--- src/rtl/arb_rr_hold.sv ---
`default_nettype none
// ============================================================================
//  Module   : arb_rr_hold
//  Brief    : N-way round-robin arbiter granting exclusive multi-cycle
//             ownership. The owner keeps the registered one-hot grant until it
//             pulses done or drops its request. The priority pointer then moves
//             past the released owner, and one idle cycle separates owners.
//  Options  : ARB_TIMEOUT_EN - when defined, an owner that has held for
//             MAX_HOLD cycles is force-released while another requester waits,
//             and timeout pulses for one cycle.
//  Revision : 1.0 - initial release
// ============================================================================
module arb_rr_hold #(
    parameter int N        = 4,
    parameter int MAX_HOLD = 16,
    parameter int IDW      = (N > 1) ? $clog2(N) : 1
) (
    input  logic           clk,
    input  logic           rst,
    input  logic [N-1:0]   req,
    input  logic [N-1:0]   done,
    output logic [N-1:0]   gnt,
    output logic           gnt_valid,
    output logic [IDW-1:0] gnt_id,
    output logic           timeout
);

    typedef enum logic [0:0] {
        ST_IDLE = 1'b0,
        ST_OWN  = 1'b1
    } state_t;

    localparam logic [N-1:0]   ONE_HOT0 = {{(N-1){1'b0}}, 1'b1};
    localparam logic [IDW-1:0] LAST_IDX = IDW'(N - 1);

    // Reject unsupported configurations during elaboration
    if ((N < 2) || (N > 16)) begin : g_bad_n
        $error("arb_rr_hold: N must be in the range 2..16");
    end
    if (MAX_HOLD < 1) begin : g_bad_max_hold
        $error("arb_rr_hold: MAX_HOLD must be at least 1");
    end

    state_t         state_q, state_d;
    logic [N-1:0]   gnt_q,   gnt_d;
    logic [IDW-1:0] id_q,    id_d;
    logic [IDW-1:0] ptr_q,   ptr_d;

    logic           w_found;
    logic [IDW-1:0] w_win;
    logic [IDW-1:0] w_idx;
    logic           w_release;
    logic           w_force;

    // Pick the first requester at or above ptr, wrapping modulo N
    always_comb begin
        w_found = 1'b0;
        w_win   = '0;
        w_idx   = ptr_q;
        for (int i = 0; i < N; i++) begin
            if (!w_found && req[w_idx]) begin
                w_found = 1'b1;
                w_win   = w_idx;
            end
            w_idx = (w_idx == LAST_IDX) ? '0 : w_idx + 1'b1;
        end
    end

    // Only the current owner's req/done can end ownership
    assign w_release = (state_q == ST_OWN) && (!req[id_q] || done[id_q]);

`ifdef ARB_TIMEOUT_EN
    localparam int            CW       = $clog2(MAX_HOLD + 1);
    localparam logic [CW-1:0] HOLD_MAX = CW'(MAX_HOLD);
    localparam logic [CW-1:0] HOLD_ONE = CW'(1);

    logic [CW-1:0] cnt_q, cnt_d;
    logic          timeout_q, timeout_d;

    // A normal release on the same edge takes precedence over a forced one
    assign w_force = (state_q == ST_OWN) && !w_release &&
                     (cnt_q == HOLD_MAX) && (|(req & ~gnt_q));
    assign timeout = timeout_q;
`else
    assign w_force = 1'b0;
    assign timeout = 1'b0;
`endif

    // Next-state logic: grant on arbitration, clear and advance ptr on release
    always_comb begin
        state_d   = state_q;
        gnt_d     = gnt_q;
        id_d      = id_q;
        ptr_d     = ptr_q;
`ifdef ARB_TIMEOUT_EN
        cnt_d     = cnt_q;
        timeout_d = 1'b0;
`endif
        case (state_q)
            ST_IDLE: begin
                if (w_found) begin
                    state_d = ST_OWN;
                    gnt_d   = ONE_HOT0 << w_win;
                    id_d    = w_win;
`ifdef ARB_TIMEOUT_EN
                    cnt_d   = HOLD_ONE;
`endif
                end
            end
            ST_OWN: begin
                if (w_release || w_force) begin
                    state_d = ST_IDLE;
                    gnt_d   = '0;
                    id_d    = '0;
                    ptr_d   = (id_q == LAST_IDX) ? '0 : id_q + 1'b1;
`ifdef ARB_TIMEOUT_EN
                    cnt_d     = '0;
                    timeout_d = w_force;
                end else if (cnt_q != HOLD_MAX) begin
                    cnt_d = cnt_q + 1'b1;
`endif
                end
            end
            default: begin
                state_d = ST_IDLE;
                gnt_d   = '0;
                id_d    = '0;
            end
        endcase
    end

    // State and output registers, cleared asynchronously by rst
    always_ff @(posedge clk or posedge rst) begin
        if (rst) begin
            state_q   <= ST_IDLE;
            gnt_q     <= '0;
            id_q      <= '0;
            ptr_q     <= '0;
`ifdef ARB_TIMEOUT_EN
            cnt_q     <= '0;
            timeout_q <= 1'b0;
`endif
        end else begin
            state_q   <= state_d;
            gnt_q     <= gnt_d;
            id_q      <= id_d;
            ptr_q     <= ptr_d;
`ifdef ARB_TIMEOUT_EN
            cnt_q     <= cnt_d;
            timeout_q <= timeout_d;
`endif
        end
    end

    assign gnt       = gnt_q;
    assign gnt_valid = (state_q == ST_OWN);
    assign gnt_id    = id_q;

endmodule
`default_nettype wire

--- config.mk ---
export PLATFORM = sky130hd
export DESIGN_NAME = arb_rr_hold
export DESIGN_NICKNAME = d
export VERILOG_FILES = /design/src/rtl/arb_rr_hold.sv
export SDC_FILE = /design/constraint.sdc
export NUM_CORES = 1
export LEC_CHECK = 0
export CORE_MARGIN = 2
export CORE_UTILIZATION = 48
export CTS_CLUSTER_SIZE = 14
export DETAILED_ROUTE_END_ITERATION = 12
export HOLD_SLACK_MARGIN = 0.06
export PLACE_DENSITY = 0.77
export RECOVER_POWER = 25
export REMOVE_ABC_BUFFERS = 1
export SETUP_SLACK_MARGIN = 0.15
export SLEW_MARGIN = 20
export SYNTH_ARGS = -nofsm -noshare
export SYNTH_HDL_FRONTEND = slang
export SYNTH_SLANG_ARGS = --single-unit
--- constraint.sdc ---
create_clock -name clk -period 2.3 [get_ports clk]
set_input_delay 0.46 -clock clk [delete_from_list [all_inputs] [get_ports clk]]
set_output_delay 0.46 -clock clk [all_outputs]
set_load 0.05 [all_outputs]
==> results of run 1 <==
-- how the worst min path moves through the flow --
stage,end,slack [ns]
global placement,gnt[1]$_DFFE_PP0P_,0.48
finish,gnt[0]$_DFFE_PP0P_,0.50
floorplan,gnt[0]$_DFFE_PP0P_,0.29
global route,gnt[0]$_DFFE_PP0P_,0.52
CTS,gnt[2]$_DFFE_PP0P_,0.46
detailed placement,gnt[0]$_DFFE_PP0P_,0.48
-- cells by family after synthesis --
kind of cell	count (synthesis)	share of synthesized area, %
other	1	0.477
muxes	10	16.1
adders and majority gates	2	3.18
AOI/OAI and AO/OA	27	27.5
and+or+nand+nor	21	15.8
buffers and inverters	9	8.28
DFF	9	28.7
-- synth_stat cells, types with 2 or more instances --
library cell	instances	area (um^2)
a21o_1	2	15.0
a21oi_1	3	15.0
a22o_1	2	17.5
a32oi_1	2	17.5
buf_6	2	22.5
dfrtp_1	9	225
ha_1	2	25.0
inv_1	3	11.3
mux2_1	2	22.5
mux2_2	2	22.5
mux2i_1	3	30.0
nand2_1	7	26.3
nor2_1	3	11.3
nor3_1	3	15.0
o21a_1	2	15.0
o21ai_1	2	10.0
o2bb2ai_1	3	26.3
o31ai_1	2	15.0
-- where the power goes --
part,total (mW),switching (mW),internal (mW)
clock,0.124,0.0567,0.0670
sequential,0.297,0.0715,0.226
combinational,1.58,0.822,0.756
-- state kept, by name (all words and copies together) (netlist names) --
register,flops
gnt_valid,1
gnt,4
ptr_q,2
gnt_id,2
-- worst max-delay path, cell delays in order, from the launching register on --
cell      delay, ns
dfrtp_2        0.43
ha_4           0.33
mux4_2         0.39
a311oi_4       0.37
mux2_4         0.34
a22o_1         0.17
-- metal layers --
layer	global-route usage (%)	vias up	routed length (um)
met5	0	-	0
met4	9.09	0	46
met3	4.90	4	74
met2	38.6	24	1060
met1	29.9	369	941
li1	-	371	-
-- area by class of cell --
type	count	area (um^2)
Sequential cell	9	226
Timing Repair Buffer	34	292
Clock buffer	4	26.3
Fill cell	112	367
Multi-Input combinational cell	61	582
Inverter	3	11.3
Tap cell	16	20.0
-- per-stage QoR --
stage / setup TNS [ns] / power, mW / instances / utilization [%]
after floorplan: -0.0592 / 1.13 / 73 / -
after global placement: -0.493 / 1.44 / 114 / 64.3
after detailed placement: -0.633 / 1.47 / 114 / 64.3
after CTS: 0 / 1.80 / 123 / 71.6
after global routing: 0 / 2.12 / 127 / 75.9
final: 0 / 2.00 / 127 / 75.9
-- repair_timing --
action,CTS,global route
gates resized for setup,13,8
cloned,0,1
hold endpoints to repair,0,0
setup buffers,5,3
pin swaps,2,2
setup endpoints to repair,6,6
==> impl_metrics.csv, run 1 <==
group,metric,value,unit
status,status,"finished clean",
clocking,cts.sinks,9,
critical_path,reg2reg_slack,0.16,ns
finish,layout_common_cells,"buf_4, clkdlybuf4s50_1, dfrtp_1",
die,coreArea,1520,um^2
critical_path,reg2reg_to,"gnt[3]$_DFFE_PP0P_",
timing,period_share,93.2,%
routing,drt_iter0_markers,23,
timing,finalHoldViolCount,0,
finish,final_common_cell,"buf_4",
finish,final_area,1160,um^2
global_route,grt-ovfl-total,0,
synthesis,ys_ff_latch,9,
finish,nets,124,
timing,finClkSkew,0.00721,ns
die,die_area,1980,um^2
synthesis,syn_avg_cell_area,9.95,um^2
critical_path,r2r_cells,5,
routing,wl,2120,um
finish,synthToLayoutAreaGrowth,47.3,%
synthesis,yosys_most_used_dff,"dfrtp_1",
synthesis,ys_async_sr_fraction,100,%
routing,vias_per_cell,6.05,
timing,fmax,466,MHz
critical_path,worstSetupStartpointType,"flop",
critical_path,startpoint,"ptr_q[0]$_DFFE_PP0P_",
synthesis,syn_area,786,um^2
routing,num_vias,768,
placed_design,io_buffers,16,
global_route,grt_pass1_vias,747,
timing,setup_viol_count_final,0,
clocking,cts_tree,"built",
global_route,grt_usage,23.5,%
timing,worst_slack,0.156,ns
critical_path,endpoint,"gnt[3]$_DFFE_PP0P_",
pwr,ir_worst_vdd,0.000980,V
die,die_height,44.5,um
die,die_w,44.5,um
clocking,clock_path_buffers,2,
placed_design,dp_hpwl,1380,um
clocking,cts_made_buffers,3,
timing,rsz0062_at_grt,"true",
routing,wl_per_cell,16.7,um
run,maxCapViolations,0,
clocking,cts-root-buf,"clkbuf_4",
hold_path,hold_path_class,"reg -> reg",
die,initial_utilization,51.6,%
global_route,antenna_found_initial,0,
die,fp-row-count,14,
clocking,path_clk_slew,0.06,ns
critical_path,cp-end-kind,"flop",
timing,period_minus_slack,2.14,ns
finish,drive_above_1_share,36.9,%
critical_path,crit_fanout,10,
placed_design,place_ws,-0.188,ns
pwr,power.leakage,0.494,nW
critical_path,cp.arrival,2.30,ns
synthesis,yosysUniqueCellTypes,43,
timing,fin_hold_ws,0.498,ns
global_route,grt_pass1_wl,3310,um
synthesis,synthCells,79,
critical_path,cp.required,2.46,ns
critical_path,r2r_start,"ptr_q[0]$_DFFE_PP0P_",
placed_design,placedInstanceArea,980,um^2
synthesis,yosys_warnings,0,
global_route,grt_max_degree,12,
die,io_pins,18,
timing,worstMarginPinSlew,0.498,ns
hold_path,hp-start,"gnt[0]$_DFFE_PP0P_",
routing,dr.pass1.iters,4,
synthesis,seq_area_frac_synth,28.7,%
critical_path,criticalPathCategory,"reg -> reg",
clocking,htreeDepth,1,
timing,slew_viol_final,0,
placed_design,place.gp.congestion,0.947,
synthesis,synth-edff-count,0,
pwr,powerDensity,1730,nW/um^2
finish,num_antenna_cells,0,
clocking,cts_hold_buffers,0,
timing,max_slew_margin,66.7,%
routing,drtAntennaViolNets,0,
clocking,worstSkewPairLatency,0.27,ns
hold_path,min_delay_path_depth,1,
routing,drc,0,
Power figures use the tool's default switching activity.
==> run 2: changes to the inputs <==
Settings changed: ABC_AREA set to 0.
==> results of run 2 <==
The final DEF is identical to that of run 1; final timing and power are the same.
